<file path="src/rtl/uart_pkg.sv">
// Shared UART definitions: frame state encoding, default bit timing, data width.
// Used by uart_tx and uart_rx so both ends of the link agree.
package uart_pkg;

   typedef enum logic [2:0] {
      IDLE       = 3'd0,
      START      = 3'd1,
      DATA_BURST = 3'd2,
      PARITY     = 3'd3,
      STOP       = 3'd4
   } uart_state_e;

   localparam int CLKS_PER_BIT_DEFAULT = 521;
   localparam int DATA_BITS            = 8;

   // odd=0 gives even parity, odd=1 gives odd parity
   function automatic logic parity_bit(input logic [DATA_BITS-1:0] data, input logic odd);
      return (^data) ^ odd;
   endfunction

endpackage

</file>
<file path="src/rtl/uart_bit_timer.sv">
// Bit-period counter: counts 0..CLKS_PER_BIT-1 and wraps. bit_end flags the last
// clock of a bit, bit_pre the clock before it. Shared by the UART transmitter and receiver.
module uart_bit_timer
   import uart_pkg::*;
#(
   parameter int CLKS_PER_BIT = CLKS_PER_BIT_DEFAULT
) (
   input  logic clk,
   input  logic rst,
   input  logic clear,
   output logic bit_end,
   output logic bit_pre
);

   localparam int CNT_W = $clog2(CLKS_PER_BIT);
   localparam logic [CNT_W-1:0] LAST = CNT_W'(CLKS_PER_BIT - 1);
   localparam logic [CNT_W-1:0] PRE  = CNT_W'(CLKS_PER_BIT - 2);

   logic [CNT_W-1:0] cnt;

   always_ff @(posedge clk) begin
      if (rst || clear || cnt == LAST) cnt <= '0;
      else                             cnt <= cnt + CNT_W'(1);
   end

   assign bit_end = (cnt == LAST);
   assign bit_pre = (cnt == PRE);

endmodule

</file>
<file path="src/rtl/uart_tx.sv">
// UART transmitter: start, 8 data bits LSB first, optional parity, one stop bit.
// Parity frame bit is compiled in with `define UART_TX_PARITY_EN.
module uart_tx
   import uart_pkg::*;
#(
   parameter int CLKS_PER_BIT = CLKS_PER_BIT_DEFAULT,
   parameter bit PARITY_ODD   = 1'b0
) (
   input  logic                 tx_clk,
   input  logic                 rst,
   input  logic [DATA_BITS-1:0] tx_in,
   input  logic                 tx_valid,
   output logic                 tx_ready,
   output logic                 tx_out,
   output logic                 tx_busy,
   output logic                 tx_done
);

   localparam int BIT_W = $clog2(DATA_BITS);
   localparam logic [BIT_W-1:0] BIT_LAST = BIT_W'(DATA_BITS - 1);

   uart_state_e          state;
   logic [DATA_BITS-1:0] shift;
   logic [BIT_W-1:0]     bitpos;
   logic                 bit_end, bit_pre;
   logic                 timer_clr;
   logic                 accept;

   assign timer_clr = (state == IDLE);
   assign accept    = tx_valid & tx_ready;

   uart_bit_timer #(.CLKS_PER_BIT(CLKS_PER_BIT)) u_timer (
      .clk     (tx_clk),
      .rst     (rst),
      .clear   (timer_clr),
      .bit_end (bit_end),
      .bit_pre (bit_pre)
   );

   always_ff @(posedge tx_clk) begin
      if (rst) begin
         state    <= IDLE;
         shift    <= '0;
         bitpos   <= '0;
         tx_out   <= 1'b1;
         tx_ready <= 1'b1;
         tx_busy  <= 1'b0;
         tx_done  <= 1'b0;
      end else begin
         tx_done <= 1'b0;
         case (state)
            IDLE: begin
               if (accept) begin
                  shift    <= tx_in;
                  state    <= START;
                  tx_out   <= 1'b0;
                  tx_ready <= 1'b0;
                  tx_busy  <= 1'b1;
               end
            end
            START: begin
               if (bit_end) begin
                  state  <= DATA_BURST;
                  bitpos <= '0;
                  tx_out <= shift[0];
               end
            end
            DATA_BURST: begin
               if (bit_end) begin
                  if (bitpos == BIT_LAST) begin
`ifdef UART_TX_PARITY_EN
                     state  <= PARITY;
                     tx_out <= parity_bit(shift, PARITY_ODD);
`else
                     state  <= STOP;
                     tx_out <= 1'b1;
`endif
                  end else begin
                     bitpos <= bitpos + BIT_W'(1);
                     tx_out <= shift[bitpos + BIT_W'(1)];
                  end
               end
            end
`ifdef UART_TX_PARITY_EN
            PARITY: begin
               if (bit_end) begin
                  state  <= STOP;
                  tx_out <= 1'b1;
               end
            end
`endif
            STOP: begin
               // Outputs are registered, so the final-cycle flags are raised one clock early
               if (bit_pre) begin
                  tx_done  <= 1'b1;
                  tx_ready <= 1'b1;
               end
               if (bit_end) begin
                  if (accept) begin
                     shift    <= tx_in;
                     state    <= START;
                     tx_out   <= 1'b0;
                     tx_ready <= 1'b0;
                  end else begin
                     state   <= IDLE;
                     tx_busy <= 1'b0;
                  end
               end
            end
            default: begin
               state    <= IDLE;
               tx_out   <= 1'b1;
               tx_ready <= 1'b1;
               tx_busy  <= 1'b0;
            end
         endcase
      end
   end

endmodule

</file>
<file path="config.mk">
export PLATFORM = sky130hd
export DESIGN_NAME = uart_tx
export DESIGN_NICKNAME = d
export VERILOG_FILES = /design/src/rtl/uart_pkg.sv /design/src/rtl/uart_bit_timer.sv /design/src/rtl/uart_tx.sv
export SDC_FILE = /design/constraint.sdc
export NUM_CORES = 1
export LEC_CHECK = 0
export CORE_MARGIN = 1
export CORE_UTILIZATION = 25
export CTS_CLUSTER_DIAMETER = 200
export DETAILED_ROUTE_END_ITERATION = 10
export GPL_TIMING_DRIVEN = 1
export SETUP_SLACK_MARGIN = 0.02
export SYNTH_ARGS = -nofsm -noshare
export SYNTH_HDL_FRONTEND = slang
export SYNTH_HIERARCHICAL = 1
export SYNTH_SLANG_ARGS = --single-unit
</file>
<file path="constraint.sdc">
create_clock -name tx_clk -period 3 [get_ports tx_clk]
set_clock_uncertainty 0.1 [all_clocks]
set_input_delay 0.3 -clock tx_clk [delete_from_list [all_inputs] [get_ports tx_clk]]
set_output_delay 0.3 -clock tx_clk [all_outputs]
set_load 0.1 [all_outputs]
</file>
==> qor.txt, run 1 <==
Outcome: finished, final reports clean
CP Data Required Time: 3.06 ns
DIE HEIGHT: 77.9 µm
Vias per cell: 4.61
Pwr Density: 447 mW/mm²
DRT iter0 DRCs: 59
Synth Warn #: 6
Worst-path cell chain: ha_1 -> ha_1 -> mux2i_1 -> o22ai_1 -> or4_1 -> a221o_1
CTS tree: yes
CTS max path bufs: 2
Core Region: 0.00554 mm²
Final setup fails: 0
Worst Path Buf+Inv: 0
GRT overflow: 0
Worst Setup End Kind: register
CP Launch Type: register
Async set-reset flop share out of synthesis: 0%
# Post-CTS Setup Buffers: 0
Hold buffer count at CTS: 0
Synth unique cells: 46
Max Cap Violations: 0
Global-route wire length before repair: 4730 µm
Leakage: 0.000625 µW
Mapped Avg Cell Area: 8.68 µm²
Pre-CTS setup slack: 0.650 ns
Final Hold Slack: 0.383 ns
TritonCTS buffer count: 3
Antenna diodes: 0
Worst-path clk slew: 0.10 ns
DIE AREA: 0.00607 mm²
Drt first pass iters: 4
Worst-Margin Slew: 0.573 ns
CP Class: reg2reg
Num rows: 27
Post-synth top flop: dfxtp_1
Detailed-route wire length: 2690 µm
Setup ws final: 0.651 ns
Net Count, Synth: 181
RSZ-0062 raised after global routing: no
Post-synth EDFFs: 0
Via Count: 1,135
Worst EP arrival: 2.41 ns
Layout cell share with drive strength beyond 1: 12.6%
Placer Congestion: 0.737
Critical path's most frequent cell: ha_1
Crit path max-delay cell type: or4_1
Post-synthesis sequential area ratio: 38.9%
Vias in the first global route: 1,023
Peak supply drop: 0.172 mV
PortBufs: 14
Setup TNS: 0 ns
Drt drc: 0
Die Wd: 77.9 µm
Hpwl dp: 1940 µm
Worst min path class: reg2reg
H-tree lvl count: 1
Mapped cell area: 0.00144 mm²
Initial antenna violation count: 0
Post-route ant nets: 0
Root Buffer: clkbuf_8
Clock sink count: 28
Final #Nets: 190
Slew Limit Fails: 0
Top cell family by delay on the critical path: adder cells
Routed length per instance: 10.9 µm
Final period util: 78.3%
Top-level I/O count: 15
PostCTS Resize Cnt: 0
Initial core utilization: 26.0%
Worst Path Max Fanout: 7
Total track usage: 9.54%
Yosys reg bits: 28
Fmax: 0.426 GHz
Post-Syn Instances: 166
Layout area overhead: 15.7%
Worst-Skew Late Latency: 0.28 ns
Largest net degree at the start of global routing: 20
Rel. slew slack: 61.4%
Final min period: 2.35 ns
Final Hold Vio Count: 0
Slowest stage delay, CP: 0.49 ns
[layer usage]
metal	up-vias	track usage [%]	routed length, µm
met5	-	0	0
met4	0	5.00	57
met3	4	1.06	50
met2	12	14.1	1160
met1	516	13.5	1420
li1	603	-	-
[final timing paths]
path,from,depth (start not counted),slack (ns),to
worst min-delay path,u_timer/cnt[0],1,0.38,u_timer/cnt[0]
worst min register to register,u_timer/cnt[0],1,0.38,u_timer/cnt[0]
worst max-delay path,bitpos[0],6,0.65,tx_out
worst max register to register,bitpos[0],6,0.65,tx_out
[metrics by stage]
stage,std cells,cell area [µm²],total power (µW),utilization (%)
floorplan,166,1440,488,-
global route,246,1670,780,30.1
finish,246,1670,746,30.1
global placement,242,1610,521,29.1
detailed placement,242,1610,521,29.1
CTS,246,1670,756,30.1
[cell families (layout without fill, tap and decap cells)]
kind of cell             count (synthesis)  count (layout)  share of synthesized area [%]
flip-flops                              28              28                           38.9
AO/OA/AOI/OAI                           35              35                           15.0
XOR/XNOR                                 4               4                           2.43
AND/OR/NAND/NOR                         62              62                           23.8
multiplexers                            14              14                           9.72
adder cells (fa/ha/maj)                  4               4                           3.47
buffers and inverters                   19              27                           6.68
[cell usage in the layout, fill, tap and decap left out, types with 2 or more instances in the layout]
| cell | Yosys | final |
|---|---|---|
| dfxtp_1 | 28 | 28 |
| nor2_1 | 17 | 17 |
| mux2i_1 | 14 | 14 |
| a21oi_1 | 13 | 13 |
| clkdlybuf4s50_1 | 0 | 10 |
| o21ai_0 | 9 | 9 |
| nand2_1 | 8 | 8 |
| inv_1 | 7 | 7 |
| buf_4 | 2 | 6 |
| nor3_1 | 4 | 4 |
| nor2b_1 | 4 | 4 |
| ha_1 | 4 | 4 |
| clkbuf_8 | 0 | 4 |
| nand3_1 | 4 | 4 |
| and3_1 | 3 | 3 |
| or3_1 | 3 | 3 |
| xor2_1 | 3 | 3 |
| a211oi_1 | 2 | 2 |
| nand2b_1 | 2 | 2 |
| o22ai_1 | 2 | 2 |
| or2_2 | 2 | 2 |
| or3_2 | 2 | 2 |
[flip-flops by register name (all words and copies together), names as in the netlist]
| register | flops |
|---|---|
| bitpos | 3 |
| shift | 8 |
| state | 3 |
| tx_busy | 1 |
| tx_done | 1 |
| tx_out | 1 |
| tx_ready | 1 |
| u_timer/cnt | 10 |
[synth_stat cells, types with 2 or more instances]
cell type,instances,area [µm²]
nor4_1,2,12.5
nand3_1,4,20.0
or2_2,2,12.5
nor2_1,17,63.8
buf_4,2,15.0
clkbuf_1,5,18.8
dfxtp_1,28,561
a211oi_1,2,15.0
o22ai_1,2,12.5
a21oi_1,13,65.1
inv_1,7,26.3
o21ai_0,9,45.0
or3_1,3,18.8
buf_6,2,22.5
ha_1,4,50.1
and3_1,3,18.8
nand2b_1,2,12.5
xor2_1,3,26.3
or3_2,2,15.0
nand2_1,8,30.0
buf_2,2,10.0
nor2b_1,4,25.0
mux2i_1,14,140
nor3_1,4,20.0
[final cells by class]
cell class | count | area (µm²)
tap | 72 | 90.1
fill | 607 | 3870
inverter | 7 | 26.3
sequential | 28 | 561
multi-input combinational | 119 | 791
timing repair buffer | 16 | 145
clock buffer | 4 | 55.1
[power breakdown]
group          switching (µW)  internal (µW)  total, µW
logic                    66.4           44.4        111
clock network             117            118        235
registers                14.4            386        400
total                     198            548        746
(Power assumes the default switching activity.)
==> run 2: changes to the inputs <==
==> constraint.sdc (replaced) <==
create_clock -name tx_clk -period 1.94 [get_ports tx_clk]
set_clock_uncertainty 0.1 [all_clocks]
set_input_delay 0.194 -clock tx_clk [delete_from_list [all_inputs] [get_ports tx_clk]]
set_output_delay 0.194 -clock tx_clk [all_outputs]
set_load 0.1 [all_outputs]
==> run 2 against run 1 <==
  * The flow now finishes with violations (negative setup slack)
  * Maximum frequency rose by 11%
  * Global-route usage rose by 1.5 points
  * Cell count rose by 8.1%
  * Worst hold slack improved by 0.0088 ns
  * Highest routed layer unchanged
==> qor.txt, run 2 (same netlist as run 1, synthesis figures left out) <==
Biggest regs: u_timer/cnt x10, shift x8
Num rows: 27
Critical path's most frequent cell: ha_4
Busiest grt layer: met2
Failing checks: negative setup slack
Vias in the first global route: 1,174
RSZ-0062 raised after global routing: yes
Hold depth: 2
Global-route wire length before repair: 5380 µm
Drt drc: 0
CP Launch Type: register
Worst Path Max Fanout: 5
Top-level I/O count: 15
Clock sink count: 28
TritonCTS buffer count: 3
Worst-path clk slew: 0.09 ns
Setup ws final: -0.183 ns
Initial antenna violation count: 0
Final Hold Vio Count: 0
Via Count: 1,241
Drt first pass iters: 4
Max FFs per register: 10
Slowest stage delay, CP: 0.51 ns
Met2 GRT Util: 17.9%
CP Class: reg2reg
FILL cells: 600
Core Region: 0.00554 mm²
Slew Limit Fails: 0
Routed length per instance: 11.8 µm
CP Data Required Time: 2.00 ns
DIE HEIGHT: 77.9 µm
Peak supply drop: 0.399 mV
Layout area overhead: 33.9%
GRT overflow: 0
DRT iter0 DRCs: 40
Outcome: finished with violations
Hpwl dp: 2340 µm
Top reg by flops: u_timer/cnt
Max Cap Violations: 0
Worst-Skew Late Latency: 0.27 ns
FF-to-FF setup slack: -0.18 ns
Worst Setup End Kind: register
PortBufs: 14
Antenna diodes: 0
Hold Path Sink: tx_busy
Reg2Reg Launch Point: bitpos[0]
Fin util: 34.8%
Final min period: 2.12 ns
Worst r2r dst: tx_out
Worst EP arrival: 2.18 ns
Detailed-route wire length: 3130 µm
Most common cell after layout, fill and taps aside: buf_4
FF-to-FF path depth: 6
Worst min path class: reg2reg
Total track usage: 11.1%
CTS max path bufs: 2
Layout cell share with drive strength beyond 1: 30.4%
Crit path max-delay cell type: or4_1
Worst-Margin Slew: 0.301 ns
Placer Congestion: 0.831
DIE AREA: 0.00607 mm²
Met3 Usage GRT: 1.88%
Setup TNS: -0.183 ns
Largest net degree at the start of global routing: 19
Vias per cell: 4.67
# Post-CTS Setup Buffers: 0
Root Buffer: clkbuf_8
H-tree lvl count: 1
Post-route ant nets: 0
Pwr Density: 661 mW/mm²
Worst-path cell chain: ha_4 -> ha_4 -> mux2i_1 -> o22ai_1 -> or4_1 -> a221o_1
Fmax: 0.471 GHz
Final #Nets: 210
Hold buffer count at CTS: 0
Leakage: 0.000742 µW
Most frequent cells in the layout: buf_4, dfxtp_1, nor2_1
Rel. slew slack: 79.9%
Die Wd: 77.9 µm
Initial core utilization: 26.0%
Worst hold start: tx_busy
Final setup fails: 1
Final period util: 109%
Met1 Track Usage GR: 14.8%
CTS tree: yes
[run 2: power by group]
part	leakage [µW]	internal (µW)	switching, µW
clock	0.0000357	276	186
combinational	0.000476	81.9	117
sequential	0.000230	597	16.5
total	0.000742	956	319
[run 2: timing repair]
item / CTS / global route
pin swaps: 1 / 2
gates resized for setup: 10 / 7
setup endpoints to repair: 9 / 10
cloned: 0 / 0
[run 2: worst max path at each step]
| stage | startpoint | to | slack [ns] |
|---|---|---|---|
| floorplan | bitpos[0] | tx_out | -0.17 |
| finish | bitpos[0] | tx_out | -0.18 |
| global route | bitpos[0] | tx_out | -0.28 |
| detailed placement | bitpos[1] | tx_out | -0.17 |
| CTS | bitpos[0] | tx_out | -0.19 |
| global placement | bitpos[1] | tx_out | -0.11 |
[run 2: worst max-delay path: cells and delay by family, from the launching register on]
kind / cells / cell delay, ns
AO/OA/AOI/OAI: 2 / 0.43
flip-flops: 1 / 0.34
multiplexers: 1 / 0.18
adder cells (fa/ha/maj): 2 / 0.45
AND/OR/NAND/NOR: 1 / 0.51
[run 2: cell type report]
class	instances	area, µm²	area share [%]
Clock inverter	1	30.0	1.56
Multi-Input combinational cell	119	875	45.3
Inverter	7	26.3	1.36
Clock buffer	3	41.3	2.14
Sequential cell	28	568	29.4
Timing Repair Buffer	36	299	15.5
Tap cell	72	90.1	4.67
[run 2: per-layer routing]
layer / up-vias / wire [µm]
li1: 643 / -
met1: 579 / 1540
met2: 17 / 1470
met3: 2 / 83
met4: 0 / 35
met5: - / 0
[run 2: through the flow]
stage | cells | worst slack (ns) | hold WS (ns) | power (µW) | cell area, µm²
floorplan | 166 | -0.169 | 0.241 | 757 | 1480
global placement | 262 | -0.114 | 0.370 | 817 | 1800
detailed placement | 262 | -0.166 | 0.374 | 820 | 1800
CTS | 266 | -0.187 | 0.392 | 1290 | 1900
global route | 266 | -0.282 | 0.428 | 1340 | 1930
finish | 266 | -0.183 | 0.392 | 1270 | 1930
==> RTL change (settings of run 2) <==
Build with the macro `UART_TX_PARITY_EN` defined.
--- a/src/rtl/uart_tx.sv
+++ b/src/rtl/uart_tx.sv
@@ -1,4 +1,6 @@
 // UART transmitter: start, 8 data bits LSB first, optional parity, one stop bit.
 // Parity frame bit is compiled in with `define UART_TX_PARITY_EN.
+`define UART_TX_PARITY_EN
+
 module uart_tx
    import uart_pkg::*;
Formal check against the unedited RTL: no difference found for any inputs over 10 cycles, from zero or initial values and one cycle with rst high; that may be too few to reach the edited logic, so the function may still have changed.
==> RTL change against run 2 <==
- via count decreased by 1.4%
- area after synthesis increased by 4.5%
- cell area decreased by 3.8%
- worst hold slack got worse by 0.0065 ns
- sequential cell count unchanged
- setup slack improved by 0.21 ns
- routed wire length decreased by 3.2%
- power decreased by 10%
==> RTL change: results (changes against run 2) <==
| Metric | Value |
|---|---|
| Yosys cell types | `42 (-8.7%)` |
| Number of fill cells | `583 (-2.8%)` |
| Post-synth ARST share | `0% (unchanged)` |
| Initial DRC Count | `59 (+48%)` |
| Vias in the first global route | `1104 (-6.0%)` |
| Worst Hold End | `bitpos[1]` |
| Met3 GRT Util | `2.86% (+0.97 points)` |
| Worst skew pair latency | `0.27 ns (about the same)` |
| Internal | `0.827 mW (-13%)` |
| Post-cts sizing count | `0 (-10)` |
| Root Buffer | `clkbuf_8` |
| Global-route wire length before repair | `4.93 mm (-8.2%)` |
| Nets | `213 (+1.4%)` |
| Largest net degree at the start of global routing | `20 (+1)` |
| Outcome | `finished, final reports clean` |
| Slew headroom | `75.4% (-4.5 points)` |
| Synth area leaders | `dfxtp_1 (37%), mux2i_1 (7.3%), nor2_1 (4.7%)` |
| Reg2reg path depth | `7 (+1)` |
| Routed WL | `3.03 mm (-3.2%)` |
| R2r setup slk | `0.03 ns (+0.21 ns)` |
| Hold Path Class | `reg -> reg` |
| Placed Instances | `263 (+0.38%)` |
| Dpl hpwl | `2.22 mm (-4.8%)` |
| Vias | `1224 (-1.4%)` |
| Sequential share of the synthesized area | `37.2% (-1.7 points)` |
| WHS | `0.385 ns (-0.00653 ns)` |
| Power Combinational | `0.210 mW (+6%)` |
| Setup Fix Bufs, Post-CTS | `1 (+1)` |
| Leak pwr | `0.675 nW (-9.0%)` |
| Pre-CTS setup slack | `0.00285 ns (+0.169 ns)` |
| Crit path time final | `1.91 ns (-0.212 ns)` |
| Met2 GRT Util | `16.3% (-1.6 points)` |
| VDD IR-drop max | `0.301 mV (-25%)` |
| CTS Buf Count | `3 (unchanged)` |
| Top post-synthesis cells by count | `dfxtp_1 (28), nor2_1 (19), nand2_1 (12)` |
| Number of I/O port buffers | `14 (unchanged)` |
| Reg power frac | `54.3% (+6.1 points)` |
| Clock-pin slew on the worst setup and hold paths | `0.10 ns` |
| DP Area | `1750 um2 (-2.7%)` |
| TNS Setup | `0 ns (+0.183 ns)` |
| Hold path startpoint | `bitpos[1]` |
| GR Util All Layers | `9.76% (-1.3 points)` |
| Post-Syn Area per Cell | `8.71 um2 (+0.29%)` |
| Post-Syn Nets | `188 (+3.9%)` |
| Via-to-Cell Ratio | `4.57 (-2.1%)` |
| Layout cells sized above 1 | `25.5% (-4.9 points)` |
| R2R Path End | `bitpos[0]` |
| GP Congestion | `0.723 (-13%)` |
| GR Layer Usage met1 | `12.5% (-2.3 points)` |
| Switching part of the total | `27.9% (+2.8 points)` |
| Crit path DAT | `2.02 ns (-0.16 ns)` |
==> RTL change: logic make-up after synthesis <==
group | Yosys count | synth area share (%)
mux | 11 | 7.31
flops | 28 | 37.2
fa+ha+maj | 4 | 3.32
xor+xnor | 11 | 6.40
compound gates | 30 | 12.1
buf+inv | 17 | 8.14
simple gates | 72 | 25.5
==> RTL change: final cells by class <==
class / instances / area (um2) / share of cell area, %
multi-input combinational: 128 / 875 / 47.1
sequential: 28 / 567 / 30.5
timing repair buffer: 31 / 262 / 14.1
tap: 72 / 90.1 / 4.85
clock buffer: 3 / 41.3 / 2.22
inverter: 6 / 22.5 / 1.21
==> RTL change: critical path, cell delays in order, from the launching register on <==
cell	delay, ns
dfxtp_2	0.35
ha_4	0.16
ha_4	0.15
or3b_1	0.36
o21ai_1	0.10
nand3_2	0.12
or3_4	0.38
a21oi_2	0.13
==> RTL change: metal layers <==
metal / share of wire, % / routed length [um]
met1: 50 / 1500
met2: 46 / 1400
met4: 0.76 / 23
met3: 3.6 / 109
met5: 0 / 0
